$ cat config.mk
export PLATFORM = sky130hd
export DESIGN_NAME = shift_deserializer
export DESIGN_NICKNAME = d
export VERILOG_FILES = /design/src/rtl/shift_pkg.sv /design/src/rtl/shift_bit_counter.sv /design/src/rtl/shift_deserializer.sv
export SDC_FILE = /design/constraint.sdc
export NUM_CORES = 1
export LEC_CHECK = 0
export BUFFER_PORTS_ARGS = -buffer_cell sky130_fd_sc_hd__buf_2
export CAP_MARGIN = 30
export CORE_MARGIN = 4
export CORE_UTILIZATION = 34
export DETAILED_ROUTE_END_ITERATION = 12
export PLACE_DENSITY = 0.63
export SLEW_MARGIN = 20
export SYNTH_ARGS = -nofsm -noshare
export SYNTH_HDL_FRONTEND = slang
export SYNTH_SLANG_ARGS = --single-unit
$ cat constraint.sdc
create_clock -name clk -period 1.9 [get_ports clk]
set_input_delay 0.19 -clock clk [delete_from_list [all_inputs] [get_ports clk]]
set_output_delay 0.19 -clock clk [all_outputs]
set_load 0.005 [all_outputs]
$ cat src/rtl/shift_pkg.sv
// shift_pkg: shared types and mode constants for the shift-register serial link
package shift_pkg;
  typedef enum logic {IDLE, SHIFT} state_t;
  localparam int MODE_MSB_FIRST = 1;
  localparam int MODE_LSB_FIRST = 0;
endpackage

$ cat src/rtl/shift_bit_counter.sv
// shift_bit_counter: counts received bits of the current word; restart loads the first bit
module shift_bit_counter #(
  parameter int WIDTH = 4
) (
  input  logic clk,
  input  logic rst,
  input  logic inc,
  input  logic restart,
  output logic last
);
  localparam int CW = $clog2(WIDTH + 1);
  logic [CW-1:0] cnt;
  assign last = (cnt == CW'(WIDTH - 1));
  always_ff @(posedge clk or posedge rst) begin
    if (rst) cnt <= '0;
    else if (restart) cnt <= CW'(1);
    else if (inc) cnt <= last ? '0 : cnt + CW'(1);
  end
endmodule

$ cat src/rtl/shift_deserializer.sv
// shift_deserializer: collects framed serial bits into WIDTH-bit words behind a one-word valid/ready slot
module shift_deserializer
  import shift_pkg::*;
#(
  parameter int WIDTH     = 4,
  parameter int MSB_FIRST = MODE_MSB_FIRST
) (
  input  logic             clk,
  input  logic             rst,
  input  logic             sin,
  input  logic             sin_valid,
  input  logic             sin_sof,
  output logic [WIDTH-1:0] p_out,
  output logic             p_valid,
  input  logic             p_ready,
  output logic             busy,
  output logic             frame_err,
  output logic             overrun,
  input  logic             clr_overrun
);
  state_t state, state_nxt;
  logic [WIDTH-1:0] sreg, sreg_shift, sreg_first;
  logic sof_bit, dat_bit, last, complete, load;
  assign sof_bit  = sin_valid && sin_sof;
  assign dat_bit  = sin_valid && !sin_sof && (state == SHIFT);
  assign complete = dat_bit && last;
  assign load     = complete && (!p_valid || p_ready);
  assign busy     = (state == SHIFT);
  assign sreg_shift = (MSB_FIRST == MODE_MSB_FIRST) ? {sreg[WIDTH-2:0], sin} : {sin, sreg[WIDTH-1:1]};
  // a start bit always begins from a clean register so a discarded partial word cannot leak in
  assign sreg_first = (MSB_FIRST == MODE_MSB_FIRST) ? {{(WIDTH-1){1'b0}}, sin} : {sin, {(WIDTH-1){1'b0}}};
  shift_bit_counter #(.WIDTH(WIDTH)) u_cnt (
    .clk     (clk),
    .rst     (rst),
    .inc     (dat_bit),
    .restart (sof_bit),
    .last    (last)
  );
  always_comb begin
    state_nxt = (state == IDLE) ? (sof_bit ? SHIFT : IDLE) : (complete ? IDLE : SHIFT);
  end
  always_ff @(posedge clk or posedge rst) begin
    if (rst) state <= IDLE;
    else state <= state_nxt;
  end
  always_ff @(posedge clk or posedge rst) begin
    if (rst) begin
      sreg      <= '0;
      p_out     <= '0;
      p_valid   <= 1'b0;
      frame_err <= 1'b0;
      overrun   <= 1'b0;
    end else begin
      sreg      <= sof_bit ? sreg_first : dat_bit ? sreg_shift : sreg;
      p_out     <= load ? sreg_shift : p_out;
      p_valid   <= load ? 1'b1 : (p_valid && p_ready) ? 1'b0 : p_valid;
      frame_err <= sof_bit && (state == SHIFT);
      overrun   <= (complete && !load) ? 1'b1 : clr_overrun ? 1'b0 : overrun;
    end
  end
endmodule

# Word-level counts from Yosys, hierarchy flattened
# Cells that the tools add are included.
# word_totals
elab_cells	36
output_inout_bits	8
ff_bits	14
input_bits	7
# classes
muxes	12
eq_ne	1
add_sub_neg	1
reduce_logical	15
# op_table
op	n
$mux 3	5
$logic_and 1x1->1	8
$mux 1	7
$reduce_bool 2->1	3
$add 3x1->3 const B	1
$eq 3x2->1 const B	1
$logic_not 1->1	3
$logic_or 1x1->1	1

# Depth between registers and ports, before layout
# Gate-level depths: netlist (run 1).
# depth
ltp_word	8
depth_mapped	4
mapped_depth_nobuf	4

# Hierarchy
# A second synthesis (run 1) with hierarchy kept.
# hier_totals
cells_unflattened	48
hier_area_um2	610.6
# by_module_without_submodules
module	seq_area_each_um2	n_inst	area_per_inst_um2	cells_each
shift_deserializer	275.3	1	457.9	34
shift_bit_counter	75.1	1	152.6	14

# Worst setup path before layout (run 1)
# OpenSTA, ideal clock, no wires.
# synth_timing
path_kind	register to register
startpoint	reg u_cnt.cnt[0]
endpoint	reg p_out[0]
period_less_slack_ns	1.519
path_slack_ns	0.381
path_stages_with_launch	5
setup_time_ns	0.125
required_time_ns	1.775
path_buffers	0
arrival_time_ns	1.394
path_cell_list	dfrtp_1 -> ha_1 -> or2b_4 -> nor3b_4 -> mux2_4
# synth_between
elab_chain_cells	3
# synth_rtl
item	line	rtl
from (decl)	shift_bit_counter.sv:12	logic [CW-1:0] cnt;
from (signal assigned)	shift_bit_counter.sv:17	else if (inc) cnt <= last ? '0 : cnt + CW'(1);
$eq 3x2->1	shift_bit_counter.sv:13	assign last = (cnt == CW'(WIDTH - 1));
$logic_and 1x1->1	shift_deserializer.sv:26	assign complete = dat_bit && last;
$logic_and 1x1->1	shift_deserializer.sv:27	assign load = complete && (!p_valid || p_ready);
to (signal assigned)	shift_deserializer.sv:55	p_out <= load ? sreg_shift : p_out;
to (decl)	shift_deserializer.sv:13	output logic [WIDTH-1:0] p_out,
# No other way between the ends.
# A chain may end at the register's enable or synchronous reset.

# Worst setup path after layout (run 1)
# layout_timing
startpoint	reg u_cnt.cnt[0]
endpoint	reg p_out[1]
# The elaborated chain is that of the path after synthesis.

==> results.sh, run 1 <==
export IMPL_powerDensity_nw_per_um2=1120
export IMPL_syn_instance_count=51
export IMPL_post_route_period_util=0.855
export IMPL_rows=15
export IMPL_wl_per_cell_um=12.0
export IMPL_slew_headroom=0.664
export IMPL_crit_type="flop to flop"
export IMPL_start_util=0.364
export IMPL_die_y_um=51.2
export IMPL_critPathMaxStageDelay_ns=0.39
export IMPL_synth_seq_cells=14
export IMPL_hold_viol=0
export IMPL_yosysWarnings=0
export IMPL_cts_sinks=14
export IMPL_start_kind="flop"
export IMPL_grt_usage=0.0990
export IMPL_final_util=0.439
export IMPL_cp_max_fo=5
export IMPL_rsz0062_at_grt="false"
export IMPL_finalWirelength_mm=1.11
export IMPL_worstPathArrival_ns=1.79
export IMPL_diodes=0
export IMPL_critPathSlowestCell="dfrtp_1"
export IMPL_synth_most_common_cell="dfrtp_1"
export IMPL_maxCapViolCount=0
export IMPL_core_um2=1750
export IMPL_grt_pass1_vias=444
export IMPL_first_pass_iters=4
export IMPL_synth_largest_area_cell="dfrtp_1"
export IMPL_post_cts_buffers=0
export IMPL_nets=77
export IMPL_antenna_left=0
export IMPL_cp_end_kind="flop"
export IMPL_status="complete, no violations"
export IMPL_hold_slack_ns=0.102
export IMPL_cts_made_buffers=3
export IMPL_leakagePower_nw=0.390
export IMPL_synth_area_leaders="dfrtp_1 (55%), mux2_4 (9.4%), nand3b_4 (3.1%)"
export IMPL_finClkSkew_ns=0.00157
export IMPL_synth_mux_area_frac=0.112
export IMPL_grt_max_degree=15
export IMPL_synth_cell_area_um2=636
export IMPL_worstHoldPathType="primary input to flop"
export IMPL_cts_htree_levels=1
export IMPL_fmax_mhz=616
export IMPL_clk_latency_ns=0.27
export IMPL_crit_chain="ha_1 -> or2b_4 -> nor3b_4 -> mux2_4"
export IMPL_cts_root_buffer="clkbuf_4"
export IMPL_final_min_clock_period_ns=1.62
export IMPL_antenna_found_initial=0
export IMPL_cts_tree="yes"
export IMPL_finalSetupViolCount=0
export IMPL_die_area_um2=2630
export IMPL_synth_top_cells_by_count="dfrtp_1 (14), inv_1 (4), mux2_4 (4), nor2_1 (4), o21ai_0 (4)"
export IMPL_synth_top_family_by_area="simple AND/OR/NAND/NOR gates"
export IMPL_portBuffers=14
export IMPL_drive_above_1_share=0.412
export IMPL_ys_seq_area_frac=0.551
export IMPL_drc=0
export IMPL_synthXorXnorAreaFrac=0
export IMPL_yosys_area_top_type_share=0.551
export IMPL_yosys_cell_types_count=22
export IMPL_syn2layout_area_growth_pct=20.7
export IMPL_synth_edf_count=0
export IMPL_synthFlopType="dfrtp_1"
export IMPL_synth_compound_area_share=0.106
export IMPL_grt_pass1_wl_mm=1.91
export IMPL_num_vias=429
export IMPL_slew_violations=0
export IMPL_fp_dieW_um=51.2
export IMPL_required_ns=2.06
export IMPL_synth_fa_ha_area_frac=0.0197
export IMPL_synth_area_per_cell_um2=12.5
export IMPL_ioPinCount=15
export IMPL_initialDrtViolationCount=3
export IMPL_clk_pin_slew_ns=0.08
export IMPL_synth_simple_area_share=0.161
export IMPL_ys_async_sr_fraction=1.00
export IMPL_dp_hpwl_um=871
export IMPL_ir_drop_mv=0.388
export IMPL_tns_ns=0
export IMPL_routed_via_density=4.61
export IMPL_fill_cells=180
export IMPL_syn_nets=59
export IMPL_overflow=0
export IMPL_gp_congestion=0.714
export IMPL_worstMarginPinSlew_ns=0.503
export IMPL_clockBufferDepth=2
==> layer usage <==
metal,share of wire,track usage,wire length [um]
met1,0.45,0.115,496
met5,0,0,0
met4,0.018,0.0655,20
met2,0.49,0.165,540
met3,0.049,0.0175,54
==> critical path: cells and delay by family, from the launching register on <==
kind	cells	cell delay (ns)
adder cells (fa/ha/maj)	1	0.18
flip-flops	1	0.39
multiplexers	1	0.33
AND/OR/NAND/NOR	2	0.62
==> power breakdown <==
group	total, mW	internal (mW)	switching (mW)	leakage (nW)
clock	0.210	0.116	0.0935	0.0210
sequential	0.425	0.368	0.0569	0.179
combinational	0.225	0.133	0.0922	0.190
==> per-stage QoR <==
step | setup WS (ns) | area (um2) | power (mW) | std cells
after CTS | 0.269 | 767 | 0.871 | 93
after floorplan | 0.381 | 636 | 0.572 | 51
final | 0.276 | 767 | 0.860 | 93
after global routing | 0.196 | 767 | 0.915 | 93
after detailed placement | 0.278 | 721 | 0.655 | 88
after global placement | 0.348 | 721 | 0.649 | 88
==> sequential cells by signal, summed over array words and instances (netlist names) <==
signal / count
p_out: 4
sreg: 3
u_cnt.cnt: 3
busy: 1
frame_err: 1
overrun: 1
p_valid: 1
==> placed cells by master (no fill, tap or decap) <==
| master | count |
|---|---|
| clkbuf_4 | 3 |
| inv_1 | 4 |
| nand4_1 | 1 |
| or2b_4 | 1 |
| or2_2 | 1 |
| ha_1 | 1 |
| mux2_2 | 1 |
| o21a_1 | 1 |
| buf_2 | 14 |
| o21ai_0 | 4 |
| nor3b_4 | 1 |
| a31oi_1 | 1 |
| mux2_4 | 4 |
| dlygate4sd3_1 | 1 |
| nor2_1 | 4 |
| a22o_1 | 2 |
| and3_2 | 1 |
| a21oi_1 | 2 |
| clkbuf_8 | 1 |
| o22ai_1 | 1 |
| nand2b_1 | 1 |
| dfrtp_1 | 14 |
| nand2_1 | 3 |
| nand3b_4 | 1 |
==> what timing repair did <==
item,4_1_cts,5_1_grt
endpoints found under the hold margin,14,0
resized for setup,0,0
hold buffers,1,0
==> path summary, 6_finish.rpt <==
check | depth (start not counted) | slack [ns] | start | endpoint
setup / recovery | 4 | 0.28 | u_cnt.cnt[0]$_DFFE_PP0P_ | p_out[1]$_DFFE_PP0P_
hold / removal | 2 | 0.10 | clr_overrun | overrun$_DFFE_PP0P_
setup reg to reg | 4 | 0.28 | u_cnt.cnt[0]$_DFFE_PP0P_ | p_out[1]$_DFFE_PP0P_
hold reg to reg | 1 | 0.51 | u_cnt.cnt[2]$_DFFE_PP0P_ | u_cnt.cnt[2]$_DFFE_PP0P_
max in group asynchronous | 3 | 1.09 | rst | u_cnt.cnt[2]$_DFFE_PP0P_
min in group asynchronous | 3 | 0.48 | rst | p_out[0]$_DFFE_PP0P_
==> area by class of cell <==
cell class	count	area (um2)	area share
well taps	25	31.3	0.0408
inverters	4	15.0	0.0196
multi-input cells	31	254	0.331
clock buffers	4	36.3	0.0473
repair buffers	15	80.1	0.104
flip-flops and latches	14	350	0.457
==> logic make-up (layout without fill, tap and decap cells) <==
logic type | Yosys count | count (layout)
flip-flops | 14 | 14
AND/OR/NAND/NOR | 14 | 14
AO/OA/AOI/OAI | 11 | 11
buffers and inverters | 6 | 23
multiplexers | 5 | 5
adder cells (fa/ha/maj) | 1 | 1
(Power assumes the default switching activity.)
==> run 2, diff against run 1 <==
ABC_AREA = 1   (was default)
==> run 2 against run 1 <==
Synthesized cell count rose by 27%. Clock power decreased by 22%. Die area down 0.16%. Hold slack improved by 0.047 ns. Synthesized area down 0.20%. Worst setup slack better by 0.50 ns. Sequential cell count is the same. Critical path type unchanged. Largest cell class unchanged.
==> results.sh, run 2 <==
export IMPL_slew_headroom=0.649
export IMPL_synth_edf_count=0
export IMPL_p_int_uw=557
export IMPL_rr_endpoint="p_out[2]$_DFFE_PP0P_"
export IMPL_fp_dieW_um=51.2
export IMPL_antenna_left=0
export IMPL_cts_made_buffers=3
export IMPL_tns_ns=0
export IMPL_ys_async_sr_fraction=1.00
export IMPL_final_cell_mix="nand2_1 (16), dfrtp_1 (14), buf_2 (14), inv_1 (8)"
export IMPL_top_register="p_out"
export IMPL_start_kind="flop"
export IMPL_r2r_start="u_cnt.cnt[0]$_DFFE_PP0P_"
export IMPL_ioPinCount=15
export IMPL_grt_max_degree=15
export IMPL_syn_nets=73
export IMPL_synth_area_leaders="dfrtp_1 (55%), nand2_1 (9.5%), inv_1 (4.7%)"
export IMPL_synthFlopType="dfrtp_1"
export IMPL_synth_largest_area_cell="dfrtp_1"
export IMPL_wl_per_cell_um=10.6
export IMPL_yosys_cell_types_count=19
export IMPL_clockBufferDepth=2
export IMPL_cts_htree_levels=1
export IMPL_initialDrtViolationCount=3
export IMPL_cts_sinks=14
export IMPL_rrSetupSlack_ns=0.77
export IMPL_ys_seq_area_frac=0.552
export IMPL_cts_resized=0
export IMPL_status="complete, no violations"
export IMPL_overflow=0
export IMPL_slew_violations=0
export IMPL_finalWirelength_mm=1.15
export IMPL_cp_max_fo=6
export IMPL_pwr_share_seq=0.495
export IMPL_r2r_cells=6
export IMPL_start_util=0.363
export IMPL_final_common_cell="nand2_1"
export IMPL_worstPathArrival_ns=1.29
export IMPL_syn_instance_count=65
export IMPL_die_area_um2=2620
export IMPL_endpoint="p_out[2]$_DFFE_PP0P_"
export IMPL_num_vias=474
export IMPL_synth_seq_cells=14
export IMPL_dp_hpwl_um=866
export IMPL_grt_pass1_vias=441
export IMPL_cts_tree="yes"
export IMPL_fmax_mhz=889
export IMPL_p_sw_frac=0.349
export IMPL_worstMarginPinSlew_ns=0.525
export IMPL_grt_pass1_wl_mm=1.93
export IMPL_clk_latency_ns=0.27
export IMPL_yosys_area_top_type_share=0.552
export IMPL_crit_type="flop to flop"
export IMPL_drc=0
export IMPL_synth_area_per_cell_um2=9.76
export IMPL_yosysWarnings=0
export IMPL_portBuffers=14
export IMPL_post_route_cell_area_um2=768
export IMPL_core_um2=1750
export IMPL_gp_congestion=0.699
export IMPL_biggestRegsByFlops="p_out (4), sreg (3), u_cnt.cnt (3)"
export IMPL_worstHoldPathType="primary input to flop"
export IMPL_power_frac_comb=0.315
export IMPL_final_min_clock_period_ns=1.13
export IMPL_leakagePower_nw=0.416
export IMPL_syn2layout_area_growth_pct=21.1
export IMPL_antenna_found_initial=0
export IMPL_clk_pin_slew_ns=0.08
export IMPL_die_y_um=51.2
export IMPL_rsz0062_at_grt="false"
export IMPL_power_net_switching_uw=298
export IMPL_maxCapViolCount=0
export IMPL_required_ns=2.06
export IMPL_finalSetupViolCount=0
export IMPL_nets=93
export IMPL_ir_drop_mv=0.369
export IMPL_finClkSkew_ns=0.00391
export IMPL_synth_most_common_cell="nand2_1"
export IMPL_grt_usage=0.101
export IMPL_dpl_instance_area_um2=736
export IMPL_routed_via_density=4.39
export IMPL_post_route_period_util=0.592
export IMPL_drive_above_1_share=0.325
export IMPL_crit_start="u_cnt.cnt[0]$_DFFE_PP0P_"
export IMPL_cp_end_kind="flop"
export IMPL_rows=15
export IMPL_powerDensity_nw_per_um2=1110
export IMPL_cts_root_buffer="clkbuf_4"
export IMPL_synth_top_cells_by_count="nand2_1 (16), dfrtp_1 (14), inv_1 (8)"
export IMPL_hold_viol=0
export IMPL_synth_cell_area_um2=634
export IMPL_first_pass_iters=4
export IMPL_largest_reg_flops=4
export IMPL_diodes=0
export IMPL_p_clk_frac=0.190
==> run 2: layout make-up <==
| cell class | instances | area [um2] |
|---|---|---|
| multi-input cells | 40 | 243 |
| flip-flops and latches | 14 | 350 |
| fillers | 187 | 977 |
| repair buffers | 15 | 80.1 |
| well taps | 25 | 31.3 |
| clock buffers | 3 | 22.5 |
| inverters | 11 | 41.3 |
==> run 2: critical path, stage by stage, from the launching register on <==
cell and delay, ns:
dfrtp_1 0.36, ha_1 0.19, inv_1 0.07, nor2_4 0.17, nand3_4 0.11, nand2_1 0.07
nand2_1 0.05
==> run 2: cells by family (layout without fill, tap and decap cells) <==
group,count (synthesis),in the layout,share of synthesized area
fa+ha+maj,1,1,0.0197
compound gates,7,7,0.0671
simple gates,32,32,0.296
buf+inv,11,29,0.0651
flops,14,14,0.552
==> run 2: worst min path at each step <==
stage | start | endpoint | slack [ns] | cells after the start
2_1_floorplan | rst | busy$_DFF_PP0_ | 0.08 | 1
3_3_place_gp | rst | frame_err$_DFF_PP0_ | 0.25 | 2
3_5_place_dp | rst | frame_err$_DFF_PP0_ | 0.25 | 2
4_1_cts | clr_overrun | overrun$_DFFE_PP0P_ | 0.14 | 4
5_1_grt | sin | sreg[0]$_DFFE_PP0P_ | 0.15 | 3
6_report | clr_overrun | overrun$_DFFE_PP0P_ | 0.15 | 4
==> run 2: layer usage <==
metal	GRT usage	routed length (um)	up-vias
met5	0	0	-
met4	0.0942	0	0
met3	0.0175	47	0
met2	0.137	531	10
met1	0.135	568	218
li1	-	-	246
==> run 2: timing repair <==
item | in CTS | in global routing
endpoints found under the hold margin | 14 | 0
hold buffers | 1 | 0
setup endpoints to repair | 0 | 0
buffers inserted | 0 | 0
==> run 2: per-stage QoR <==
step	total power [mW]	std cells	setup slack, ns	util	hold slack [ns]
finish	0.856	108	0.775	0.440	0.149
floorplan	0.611	65	0.866	-	0.0792
global placement	0.695	104	0.812	0.422	0.252
global route	0.932	108	0.649	0.440	0.151
detailed placement	0.701	104	0.791	0.422	0.253
CTS	0.873	108	0.773	0.440	0.137
==> run 2: power groups by stage <==
stage / clock network (mW) / logic, mW / registers (mW)
4_1_cts: 0.175 / 0.275 / 0.423
6_report: 0.163 / 0.270 / 0.423
3_5_place_dp: 0 / 0.272 / 0.429
3_3_place_gp: 0 / 0.266 / 0.429
2_1_floorplan: 0 / 0.181 / 0.430
5_1_grt: 0.189 / 0.309 / 0.435
==> run 3, diff against run 2 <==
PLACE_DENSITY = 0.65   (was 0.63)
clock period = 1 ns   (was 1.9 ns; I/O delays follow)
==> run 3 against run 2 <==
The run now ends with setup timing left. Utilization grew 5.3 points. Sequential share of layout area fell by 4.9 points. Count of clock-buffer cells in the layout increased by 1. Global-route usage up 0.99 points. Hold slack worse by 0.096 ns. Cell count is 4.6% higher. Sequential power grew 90%. Total power up 130%. Clock skew grew 0.0019 ns. First-iteration DRC count is 67% higher. Critical path type unchanged.
==> results.sh, run 3 (synthesized netlist as in run 2, its figures left out) <==
export IMPL_core_um2=1750
export IMPL_nets=97
export IMPL_cts_made_buffers=3
export IMPL_die_area_um2=2620
export IMPL_dp_hpwl_um=947
export IMPL_cts_root_buffer="clkbuf_4"
export IMPL_cts_tree="yes"
export IMPL_rsz0062_at_grt="true"
export IMPL_grt_usage=0.111
export IMPL_antenna_found_initial=0
export IMPL_leakagePower_nw=0.457
export IMPL_top_register="p_out"
export IMPL_gp_congestion=0.766
export IMPL_drive_above_1_share=0.420
export IMPL_first_pass_iters=4
export IMPL_maxCapViolCount=0
export IMPL_syn2layout_area_growth_pct=35.7
export IMPL_slew_headroom=0.643
export IMPL_final_min_clock_period_ns=1.09
export IMPL_initialDrtViolationCount=5
export IMPL_largest_reg_flops=4
export IMPL_post_route_period_util=1.09
export IMPL_final_cells=113
export IMPL_start_kind="flop"
export IMPL_violations="setup timing"
export IMPL_clk_pin_slew_ns=0.09
export IMPL_worstHoldPathType="primary input to flop"
export IMPL_fin_ws_ns=-0.0881
export IMPL_final_util=0.493
export IMPL_finClkSkew_ns=0.00578
export IMPL_grt_pass1_vias=498
export IMPL_grt_pass1_wl_mm=2.13
export IMPL_portBuffers=14
export IMPL_final_common_cell="nand2_1"
export IMPL_wl_per_cell_um=11.3
export IMPL_grt_max_degree=15
export IMPL_diodes=0
export IMPL_fp_dieW_um=51.2
export IMPL_overflow=0
export IMPL_place_inst=107
export IMPL_die_y_um=51.2
export IMPL_clockBufferDepth=2
export IMPL_routed_via_density=4.63
export IMPL_ir_drop_mv=0.859
export IMPL_place_ws_ns=-0.0841
export IMPL_cts_htree_levels=1
export IMPL_worstPathArrival_ns=1.26
export IMPL_crit_type="flop to flop"
export IMPL_final_cell_mix="nand2_1 (15), dfrtp_1 (14), buf_2 (13), inv_1 (7), nand4_1 (4)"
export IMPL_num_vias=523
export IMPL_finalWirelength_mm=1.27
export IMPL_cts_sinks=14
export IMPL_cp_end_kind="flop"
export IMPL_antenna_left=0
export IMPL_biggestRegsByFlops="p_out (4), sreg (3), u_cnt.cnt (3)"
export IMPL_required_ns=1.17
export IMPL_drc=0
export IMPL_rows=15
export IMPL_slew_violations=0
export IMPL_hold_viol=0
export IMPL_ioPinCount=15
export IMPL_worstMarginPinSlew_ns=0.536
export IMPL_fmax_mhz=919
export IMPL_status="finished, violations left"
export IMPL_finalSetupViolCount=8
export IMPL_powerDensity_nw_per_um2=2280
export IMPL_clk_latency_ns=0.28
export IMPL_cp_max_fo=6
export IMPL_start_util=0.363
-- run 3: timing repair --
item | CTS | global route
hold buffers | 1 | 0
buffers inserted | 1 | 0
resized for setup | 5 | 2
hold endpoints to repair | 14 | 0
gates cloned | 0 | 0
endpoints found under the setup margin | 9 | 12
pin swaps | 4 | 3
-- run 3: stage by stage --
stage / TNS (ns) / total power [mW] / area [um2] / hold slack (ns)
global placement: -0.226 / 1.43 / 773 / 0.162
global route: -1.19 / 2.12 / 861 / 0.0646
detailed placement: -0.368 / 1.46 / 773 / 0.166
finish: -0.480 / 1.96 / 861 / 0.0531
floorplan: -0.0714 / 1.17 / 637 / -0.0108
CTS: -0.512 / 1.97 / 850 / 0.0553
-- run 3: layer usage --
layer	track usage	vias up	part of all wire	routed length, um
li1	-	257	-	-
met1	0.138	247	0.43	553
met2	0.178	15	0.48	607
met3	0.0292	4	0.060	76
met4	0.0538	0	0.027	34
met5	0	-	0	0
-- run 3: power by group --
part | internal [mW] | switching (mW) | leakage (nW)
Combinational | 0.368 | 0.386 | 0.253
Sequential | 0.713 | 0.0913 | 0.182
Clock | 0.221 | 0.185 | 0.0210
-- run 3: layout make-up --
| type | instances | area [um2] |
|---|---|---|
| fillers | 170 | 885 |
| flip-flops and latches | 14 | 350 |
| multi-input cells | 40 | 269 |
| repair buffers | 19 | 133 |
| inverters | 11 | 41.3 |
| clock buffers | 4 | 36.3 |
| well taps | 25 | 31.3 |
-- run 3: worst paths after layout --
check | start | to | slack, ns | depth (start not counted)
max in group asynchronous | rst | u_cnt.cnt[0]$_DFFE_PP0P_ | 0.24 | 3
hold reg to reg | p_out[1]$_DFFE_PP0P_ | p_out[1]$_DFFE_PP0P_ | 0.47 | 2
min in group asynchronous | rst | busy$_DFF_PP0_ | 0.40 | 3
hold / removal | sin | sreg[0]$_DFFE_PP0P_ | 0.05 | 3
setup / recovery | u_cnt.cnt[0]$_DFFE_PP0P_ | p_out[0]$_DFFE_PP0P_ | -0.09 | 6
setup reg to reg | u_cnt.cnt[0]$_DFFE_PP0P_ | p_out[0]$_DFFE_PP0P_ | -0.09 | 6
-- run 3: worst max-delay path: stages, from the launching register on --
cell	delay, ns
dfrtp_1	0.36
ha_2	0.19
inv_2	0.04
nor2_4	0.17
nand3_4	0.10
nand2_1	0.07
nand2_1	0.05
